===== config.mk =====
export PLATFORM = sky130hd
export DESIGN_NAME = port_rd_backend
export DESIGN_NICKNAME = d
export VERILOG_FILES = /design/src/rtl/port_rd_backend.sv
export SDC_FILE = /design/constraint.sdc
export NUM_CORES = 1
export LEC_CHECK = 0
export CAP_MARGIN = 40
export CORE_ASPECT_RATIO = 1.2
export CORE_UTILIZATION = 50
export CTS_BUF_LIST = sky130_fd_sc_hd__clkbuf_16
export CTS_CLUSTER_DIAMETER = 150
export DETAILED_ROUTE_END_ITERATION = 7
export GPL_ROUTABILITY_DRIVEN = 1
export PLACE_DENSITY = 0.71
export SYNTH_ARGS = -nofsm -noshare
export SYNTH_HDL_FRONTEND = slang
export SYNTH_SLANG_ARGS = --single-unit

===== constraint.sdc =====
create_clock -name clk -period 5.2 [get_ports clk]
set_input_delay 1.04 -clock clk [delete_from_list [all_inputs] [get_ports clk]]
set_output_delay 1.04 -clock clk [all_outputs]
set_load 0.05 [all_outputs]

===== src/rtl/port_rd_backend.sv =====
// Per-port egress stage: arbitrates among priority queues (strict or WRR), pops a packet,
// buffers SRAM words in a small FIFO and streams them out under ready. Optional RD_STATS_EN adds counters.
module port_rd_backend #(
  parameter int DATA_WIDTH = 16,
  parameter int PRIOR_NUM  = 8,
  parameter int FIFO_DEPTH = 8,
  parameter int AF_MARGIN  = 2
) (
  input  logic                         clk,
  input  logic                         rst_n,
  input  logic                         wrr_enable,
  input  logic [PRIOR_NUM-1:0]         queue_empty,
  output logic                         pop_valid,
  output logic [$clog2(PRIOR_NUM)-1:0] pop_prior,
  input  logic                         pop_ack,
  input  logic                         xfer_data_vld,
  input  logic [DATA_WIDTH-1:0]        xfer_data,
  input  logic                         xfer_end_of_packet,
  output logic                         xfer_pause,
  input  logic                         ready,
  output logic                         rd_sop,
  output logic                         rd_eop,
  output logic                         rd_vld,
  output logic [DATA_WIDTH-1:0]        rd_data
`ifdef RD_STATS_EN
  ,
  output logic [15:0]                  stat_pkts,
  output logic [31:0]                  stat_words
`endif
);

  localparam int PW = $clog2(PRIOR_NUM);
  localparam int AW = $clog2(FIFO_DEPTH);
  localparam int CW = $clog2(PRIOR_NUM + 1);
  localparam logic [AW:0] DEPTH_C  = (AW+1)'(FIFO_DEPTH);
  localparam logic [AW:0] MARGIN_C = (AW+1)'(AF_MARGIN);

  typedef enum logic [1:0] {S_IDLE, S_POP, S_STREAM, S_TAIL} state_t;
  state_t r_state, w_state_nxt;

  logic [DATA_WIDTH:0]   r_mem [FIFO_DEPTH];
  logic [AW-1:0]         r_wr_ptr, r_rd_ptr;
  logic [AW:0]           r_count, w_count_nxt;
  logic [CW-1:0]         r_credit [PRIOR_NUM];
  logic [PW-1:0]         r_rr_ptr, r_pop_prior;
  logic                  r_pop_valid, r_sop, r_eop, r_vld, r_pause;
  logic [DATA_WIDTH-1:0] r_data;

  logic                  w_fifo_empty, w_fifo_full, w_push, w_pop;
  logic                  w_launch, w_reload, w_grant, w_wrr_found;
  logic [PW-1:0]         w_strict_p, w_wrr_p, w_grant_p;
  logic [DATA_WIDTH:0]   w_head;

  function automatic logic [PW-1:0] wrap_idx(input logic [PW-1:0] base, input int off);
    return PW'((int'(base) + off) % PRIOR_NUM);
  endfunction

  function automatic logic [CW-1:0] credit_init(input int p);
    return CW'(PRIOR_NUM - p);
  endfunction

  assign w_fifo_empty = (r_count == '0);
  assign w_fifo_full  = (r_count == DEPTH_C);
  assign w_push       = (r_state == S_STREAM) && xfer_data_vld && !w_fifo_full;
  assign w_pop        = (r_state == S_STREAM) && ready && !w_fifo_empty;
  assign w_head       = r_mem[r_rd_ptr];
  assign w_count_nxt  = r_count + {{AW{1'b0}}, w_push} - {{AW{1'b0}}, w_pop};

  // Descending scans leave the lowest index (strict) or nearest-to-pointer entry (WRR) as the winner.
  always_comb begin
    w_strict_p  = '0;
    w_wrr_p     = r_rr_ptr;
    w_wrr_found = 1'b0;
    for (int i = PRIOR_NUM - 1; i >= 0; i--) begin
      if (!queue_empty[PW'(i)])
        w_strict_p = PW'(i);
      if (!queue_empty[wrap_idx(r_rr_ptr, i)] && (r_credit[wrap_idx(r_rr_ptr, i)] != '0)) begin
        w_wrr_p     = wrap_idx(r_rr_ptr, i);
        w_wrr_found = 1'b1;
      end
    end
  end

  assign w_launch  = (r_state == S_IDLE) && (queue_empty != '1) && w_fifo_empty;
  assign w_reload  = w_launch && wrr_enable && !w_wrr_found;
  assign w_grant   = w_launch && !w_reload;
  assign w_grant_p = wrr_enable ? w_wrr_p : w_strict_p;

  always_ff @(posedge clk or negedge rst_n) begin
    if (!rst_n) r_state <= S_IDLE;
    else        r_state <= w_state_nxt;
  end

  always_comb begin
    w_state_nxt = r_state;
    case (r_state)
      S_IDLE:   if (w_grant) w_state_nxt = S_POP;
      S_POP:    if (pop_ack) w_state_nxt = S_STREAM;
      S_STREAM: if (w_pop && w_head[DATA_WIDTH]) w_state_nxt = S_TAIL;
      S_TAIL:   w_state_nxt = S_IDLE;
      default:  w_state_nxt = S_IDLE;
    endcase
  end

  // Pause is derived from the next occupancy so it rises in the same cycle the count reaches the margin.
  always_ff @(posedge clk or negedge rst_n) begin
    if (!rst_n) begin
      r_pop_valid <= 1'b0;
      r_pop_prior <= '0;
      r_sop       <= 1'b0;
      r_eop       <= 1'b0;
      r_vld       <= 1'b0;
      r_data      <= '0;
      r_pause     <= 1'b0;
      r_wr_ptr    <= '0;
      r_rd_ptr    <= '0;
      r_count     <= '0;
    end else begin
      r_pop_valid <= (w_state_nxt == S_POP);
      if (w_grant) r_pop_prior <= w_grant_p;
      r_sop       <= (r_state == S_POP) && pop_ack;
      r_eop       <= (r_state == S_TAIL);
      r_vld       <= w_pop;
      if (w_pop) begin
        r_data   <= w_head[DATA_WIDTH-1:0];
        r_rd_ptr <= r_rd_ptr + AW'(1);
      end
      if (w_push) r_wr_ptr <= r_wr_ptr + AW'(1);
      r_count     <= w_count_nxt;
      r_pause     <= (DEPTH_C - w_count_nxt) <= MARGIN_C;
    end
  end

  always_ff @(posedge clk) begin
    if (w_push) r_mem[r_wr_ptr] <= {xfer_end_of_packet, xfer_data};
  end

  always_ff @(posedge clk or negedge rst_n) begin
    if (!rst_n) begin
      for (int p = 0; p < PRIOR_NUM; p++) r_credit[PW'(p)] <= credit_init(p);
      r_rr_ptr <= '0;
    end else if (w_reload) begin
      for (int p = 0; p < PRIOR_NUM; p++) r_credit[PW'(p)] <= credit_init(p);
    end else if (w_grant && wrr_enable) begin
      r_credit[w_wrr_p] <= r_credit[w_wrr_p] - CW'(1);
      r_rr_ptr          <= w_wrr_p;
    end
  end

  assign pop_valid  = r_pop_valid;
  assign pop_prior  = r_pop_prior;
  assign xfer_pause = r_pause;
  assign rd_sop     = r_sop;
  assign rd_eop     = r_eop;
  assign rd_vld     = r_vld;
  assign rd_data    = r_data;

`ifdef RD_STATS_EN
  logic [15:0] r_stat_pkts;
  logic [31:0] r_stat_words;

  always_ff @(posedge clk or negedge rst_n) begin
    if (!rst_n) begin
      r_stat_pkts  <= '0;
      r_stat_words <= '0;
    end else begin
      if (r_state == S_TAIL) r_stat_pkts  <= r_stat_pkts + 16'd1;
      if (w_pop)             r_stat_words <= r_stat_words + 32'd1;
    end
  end

  assign stat_pkts  = r_stat_pkts;
  assign stat_words = r_stat_words;
`else
  // Statistics counters are not built in this configuration.
`endif

endmodule


* After elaboration in Yosys (flattened, before gate mapping) *
Memory sizes are Yosys's and may differ from the RTL's.
Cells that the tools add are included.

cells by class
  mux-type cells = 75
  div/mod/pow operators = 0
  magnitude comparators = 19
  shifts and indexed selects = 0
  bitwise logic cells = 10
  reductions and logical operators = 46
  $add $sub $neg = 13
  $mul = 0
  eq/ne operators = 6

operators by type and width
  kind                                                       count
  binary-select mux 4 bit (select 3 bit)                     9
  two-way mux 4 bit                                          19
  two-way mux 3 bit                                          13
  greater-or-equal comparator 4 bit (second input constant)  9
  inverter 3 -> 4 bit                                        9
  bitwise mux 32 bit                                         1
  < comparator 3 x 4 -> 1 bit (second input constant)        8
  two-way mux 32 bit                                         1
  nonzero test 4 bit                                         8
  binary-select mux 1 bit (select 3 bit)                     8
  logical AND 1 bit                                          21
  two-way mux 1 bit                                          18
  two-way mux 16 bit                                         1
  adder 3 bit (second input constant)                        4
  demux 4 bit (select 3 bit)                                 1
  zero test 1 bit                                            12
  adder 3 x 1 -> 3 bit (second input constant)               3
  inequality test 8 bit (second input constant)              1
  case mux 2 bit (4 select lines)                            1
  adder 3 x 2 -> 3 bit (second input constant)               2
  two-way mux 2 bit                                          3
  adder 4 x 1 -> 4 bit                                       1
  equality test 2 x 1 -> 1 bit (second input constant)       2
  equality test 2 bit (second input constant)                2
  12 further kinds                                           12

storage, ports and cells
  register bits = 71
  memories kept = 1
  latch bits = 0
  RAM bits = 136
  ROM bits = 0
  input port bits = 31

memories
  memory  words  bits a word  read ports  clocked after memory_dff  write ports  RTL line  text
  r_mem   8      17           1           0                         1            41        logic [DATA_WIDTH:0] r_mem [FIFO_DEPTH];

* Depth between registers and ports, before layout *
Gate-level depths: netlist of the first run.

  word-level depth = 23
  mapped depth = 20
  gate-level depth less buffers = 17

* Worst setup path before layout of the first run *
Ideal clock, no wire load.

  path type = register to register
  start point = register r_rr_ptr[0]
  end point = register r_credit[30] (netlist bit)
  data arrival time = 4768 ps
  path slack = 365 ps
  cell stages (with the launch flop) = 19
  required time = 5133 ps
  cell sequence = dfrtp_1 > clkinv_1 > buf_1 > ha_1 > clkbuf_1 > buf_1 > o32ai_1 > mux4_2 > a31oi_1 > nor3_1 > o41a_4 > nor2_8 > mux2i_1 > mux2_2 > o21ai_1 > inv_1 > ha_1 > xnor2_2 > a32o_1

between the ends
  word-level cells in the longest chain between the ends = 23
  elaborated cells between the ends (all ways) = 114

ends and longest elaborated chain
  what                                                                                 RTL line  text
  start: declaration                                                                   45        logic [PW-1:0] r_rr_ptr, r_pop_prior;
  start signal: assignment                                                             146       r_rr_ptr <= w_wrr_p;
  adder 3 bit                                                                          55        return PW'((int'(base) + off) % PRIOR_NUM);
  inverter 3 -> 4 bit (not written as such)                                            77        if (!queue_empty[wrap_idx(r_rr_ptr, i)] && (r_credit[wrap_idx(r_rr_ptr, i)] != '0)) begin
  binary-select mux 4 bit (select 3 bit)                                               77
  two-way mux 4 bit (not written as such) (2 in a row)                                 77
  nonzero test 4 bit                                                                   77
  logical AND 1 bit                                                                    77
  two-way mux 3 bit (8 in a row)                                                       77
  inverter 3 -> 4 bit (not written as such)                                            145       r_credit[w_wrr_p] <= r_credit[w_wrr_p] - CW'(1);
  binary-select mux 4 bit (select 3 bit) (tied with other cells)                       145
  two-way mux 4 bit (not written as such) / logical AND 1 bit (equally long branches)  145
  two-way mux 4 bit (not written as such)                                              145
  subtractor 4 x 1 -> 4 bit / demux 4 bit (select 3 bit) (equally long branches)       145
  bitwise mux 32 bit                                                                   145
  two-way mux 32 bit                                                                   144       end else if (w_grant && wrr_enable) begin
  two-way mux 16 bit                                                                   142       end else if (w_reload) begin
  end signal: indexed assignment                                                       145
  end: declaration                                                                     44        logic [CW-1:0] r_credit [PRIOR_NUM];

Several ways; a longest one is shown, not always the timed one. The select of a mux whose other input is x is not followed.
A chain may end at the register's enable or synchronous reset.

* Worst setup path after layout of the first run *
  start point = input queue_empty[2]
  end point = register r_credit[30] (netlist bit)

between the ends
  word-level cells in the longest chain between the ends = 20
  elaborated cells between the ends (all ways) = 71

ends and longest elaborated chain
  what                                                                                 RTL line  text
  start: declaration                                                                   12        input logic [PRIOR_NUM-1:0] queue_empty,
  binary-select mux 1 bit (select 3 bit)                                               77
  two-way mux 1 bit (not written as such)                                              77
  zero test 1 bit                                                                      77
  logical AND 1 bit                                                                    77
  two-way mux 3 bit (8 in a row)                                                       77
  inverter 3 -> 4 bit (not written as such)                                            145
  binary-select mux 4 bit (select 3 bit) (tied with other cells)                       145
  two-way mux 4 bit (not written as such) / logical AND 1 bit (equally long branches)  145
  two-way mux 4 bit (not written as such)                                              145
  subtractor 4 x 1 -> 4 bit / demux 4 bit (select 3 bit) (equally long branches)       145
  bitwise mux 32 bit                                                                   145
  two-way mux 32 bit                                                                   144
  two-way mux 16 bit                                                                   142

Several ways; a longest one is shown, not always the timed one. The select of a mux whose other input is x is not followed.

==> reports/results.md, run 1 <==
## Worst hold path
* worst hold path depth: 2
* class of the most critical hold timing path: flip-flop to flip-flop

## Power and ir drop
* Sw Ratio: 0.407
* Reg power frac: 0.272
* Net Switching: 3.60 mW
* Max rail drop VDD: 0.500 mV
* Leak: 4.21 nW
* internal power consumption: 5.25 mW
* Gate power share: 0.548
* power density relative to cell area: 757 mW/mm2
* clock network fraction of total power: 0.181
* post-layout total power: 8.86 mW

## Status
* run status: finished clean

## Global routing
* maximum number of pins on one net before global-route repair: 57
* wire length of the first global-routing pass: 37000 um
* via count of the first global-routing pass: 6654
* Remaining Overflow, GRT: 0
* number of antenna violations at the first check in global routing: 0
* Tot GR Track Use: 0.251

## Timing
* post-layout minimum cycle time: 4.69 ns
* Worst Tran Pin Value: 0.890 ns
* headroom to the max-slew limit: 0.402
* Highest Clock Rate: 213 MHz
* Total Neg Setup Slack: 0 ns
* final count of hold timing violations: 0
* number of max-slew violations in the final report: 0
* clk_skew: 0.0177 ns
* setup repair after global routing missed its margin: no
* fin crit share: 0.902
* final setup violation count: 0
* PnR worst setup slack: 0.511 ns

## Yosys
* number of distinct library cell variants in the gate-level netlist after synthesis: 76
* Synth async-reset ratio: 0.266
* mean instance size in the synthesized netlist: 14.2 um2
* Main synth FF type: edfxtp_1
* number of enable-type register cells in the synthesized netlist: 152
* total nets after synthesis: 730
* synthesized instance count: 685
* Cell Area, Synth: 0.00970 mm2
* Yosys warning count: 0
* synthesized flop and latch total: 207
* sequential fraction of the synthesis area: 0.613

## Place
* number of buffers added on ports: 54
* total placed instance area: 0.0109 mm2
* detailed-placement wirelength estimate: 16100 um
* post-place setup slack: 0.0561 ns
* routability-driven placement congestion ratio: 0.976

## Floorplanning
* Die Ht: 155 um
* number of rows created at floorplan: 55
* die area: 0.0200 mm2
* Core Area: 0.0189 mm2
* chip width: 129 um
* IO Count: 55
* starting utilization of the core area: 0.513

## Cells and area
* number of diodes added for antenna fixing: 0
* top library cells by usage in the layout, fill and taps aside: edfxtp_1, buf_4, nor2_1, clkdlybuf4s50_1, dfrtp_1
* ratio of cells with drive above 1 in the final layout: 0.228
* number of nets at the end of the flow: 837
* finished layout cell area: 0.0117 mm2
* most common cell after layout, fill and taps aside: edfxtp_1
* synth-to-layout area growth: 20.6%

## Worst setup path
* Crit Path Class: primary input to flip-flop
* critical path fanouts, max: 8
* depth of the worst register-to-register path: 15
* CP Launch Type: primary input
* data required time at the worst endpoint: 5.58 ns
* Setup crit end kind: flip-flop
* worst path arrival time: 5.07 ns

## Detailed routing
* routed vias: 6399
* residual antenna-violating net count after detailed routing: 0
* iteration count of the initial detailed-routing pass: 5
* average wire per standard cell: 22.3 um
* routed vias/inst: 6.01
* DRC violations left: 0
* DR iter-0 viols: 424
* final WL: 23700 um

## Clock tree
* H-Tree Level Count: 1
* source-to-sink clock delay at the later pin of the worst-skew pair: 0.50 ns
* post-cts hold buffer count: 0
* Clock Root Buffer: clkbuf_16
* Clock Pin Slew Worst Setup and Hold Paths: 0.06 ns
* number of gates resized after cts: 0
* deepest clock path buffer count: 3
* number of buffers created by CTS: 22
* TritonCTS clock tree: built
* Clock Sinks: 207
* setup repair bufs after CTS: 0

## Run
* max_cap viols: 0

## layout make-up
cell class                      count  area, um2
Fill cell                        1455       7220
Sequential cell                   207       5950
Multi-Input combinational cell    423       3580
Timing Repair Buffer              113        987
Clock buffer                       23        576
Tap cell                          256        320
Clock inverter                     17        188
Inverter                           25       93.8
## sequential cells by signal, summed over array words and instances, names as in the netlist
name        flops
r_mem         136
r_credit       32
rd_data        16
r_count         4
pop_prior       3
r_rd_ptr        3
r_rr_ptr        3
r_wr_ptr        3
r_state         2
pop_valid       1
rd_eop          1
rd_sop          1
rd_vld          1
xfer_pause      1
## metrics by stage
stage / instances / utilization / hold WS, ns
finish: 1064 / 0.618 / 0.479
detailed placement: 1024 / 0.578 / 0.472
CTS: 1064 / 0.618 / 0.481
floorplan: 685 / - / 0.444
global placement: 1023 / 0.578 / 0.469
global route: 1064 / 0.618 / 0.493
## cell usage after synthesis (4+ instances only)
library cell	count	area, um2
nand4_1	6	37.5
xnor2_1	5	43.8
buf_1	6	22.5
nor3_1	19	95.1
a21oi_1	36	180
o21ai_0	19	95.1
nand2_1	40	150
a2111oi_0	4	35.0
o32ai_1	9	78.8
xor2_1	5	43.8
nor2b_1	7	43.8
mux2_2	6	67.6
or2_2	6	37.5
o211ai_1	5	37.5
dfrtp_1	47	1180
edfxtp_1	152	4560
nand2b_1	15	93.8
o32a_1	6	60.1
mux2i_1	28	280
clkbuf_1	20	75.1
inv_1	22	82.6
mux4_2	43	968
nor4_1	14	87.6
nand3_1	12	60.1
dfstp_2	8	210
ha_1	13	163
nor2_1	53	199
## critical path, cell delays in order
cell and delay (ns):
clkdlybuf4s50_1 0.46, or2_2 0.33, mux4_2 0.57, a211oi_2 0.42
a211oi_2 0.12, o41a_4 0.57, nor2_8 0.18, mux2i_1 0.10
mux2_2 0.29, o21ai_1 0.17, inv_1 0.08, ha_1 0.23
xnor2_2 0.13, buf_4 0.16, a32o_1 0.21
## final timing paths
path                                               start                       end  slack, ns
worst max register to register   r_rr_ptr[1]$_DFFE_PN0P_     r_credit[7]$_DFFE_PP_       0.64
worst max-delay path                      queue_empty[2]  r_credit[30]$_DFFE_PN0P_       0.51
worst min-delay path            r_credit[31]$_DFFE_PN1P_  r_credit[31]$_DFFE_PN1P_       0.48
worst min register to register  r_credit[31]$_DFFE_PN1P_  r_credit[31]$_DFFE_PN1P_       0.48
max in group asynchronous                          rst_n   r_rd_ptr[0]$_DFFE_PN0P_       3.91
min in group asynchronous                          rst_n  r_credit[23]$_DFFE_PN0P_       0.71
## logic make-up after synthesis
| group | share of synthesized area |
|---|---|
| simple gates | 0.0990 |
| xor+xnor | 0.0124 |
| mux | 0.137 |
| fa+ha+maj | 0.0188 |
| compound gates | 0.0972 |
| buf+inv | 0.0220 |
| flops | 0.613 |
## power by group through the flow
stage / clock (mW) / combinational, mW / sequential (mW)
3_5_place_dp: 0 / 4.82 / 2.44
4_1_cts: 1.64 / 4.86 / 2.41
3_3_place_gp: 0 / 4.74 / 2.43
6_report: 1.60 / 4.85 / 2.40
5_1_grt: 1.69 / 5.23 / 2.44
2_1_floorplan: 0 / 2.94 / 2.65
## per-layer routing
metal	GRT usage	routed length [um]
met3	0.0415	1220
met1	0.307	9450
met4	0.0992	783
met2	0.440	12200
met5	0	0
(Power assumes the default switching activity.)
==> run 2: changes to the inputs <==
--- a/config.mk
+++ b/config.mk
@@ -5,6 +5,7 @@
 export SDC_FILE = /design/constraint.sdc
 export NUM_CORES = 1
 export LEC_CHECK = 0
+export ABC_AREA = 0
 export CAP_MARGIN = 40
 export CORE_ASPECT_RATIO = 1.2
 export CORE_UTILIZATION = 50
==> results of run 2 <==
No change in the layout: final DEF, timing and power equal those of run 1.
==> run 3: changes to the inputs <==
--- a/config.mk
+++ b/config.mk
@@ -14,6 +14,8 @@
 export DETAILED_ROUTE_END_ITERATION = 7
 export GPL_ROUTABILITY_DRIVEN = 1
 export PLACE_DENSITY = 0.71
+export SKIP_CTS_REPAIR_TIMING = 1
 export SYNTH_ARGS = -nofsm -noshare
 export SYNTH_HDL_FRONTEND = slang
 export SYNTH_SLANG_ARGS = --single-unit
+export TNS_END_PERCENT = 10
==> results of run 3 <==
No change in the layout: final DEF, timing and power equal those of run 1.
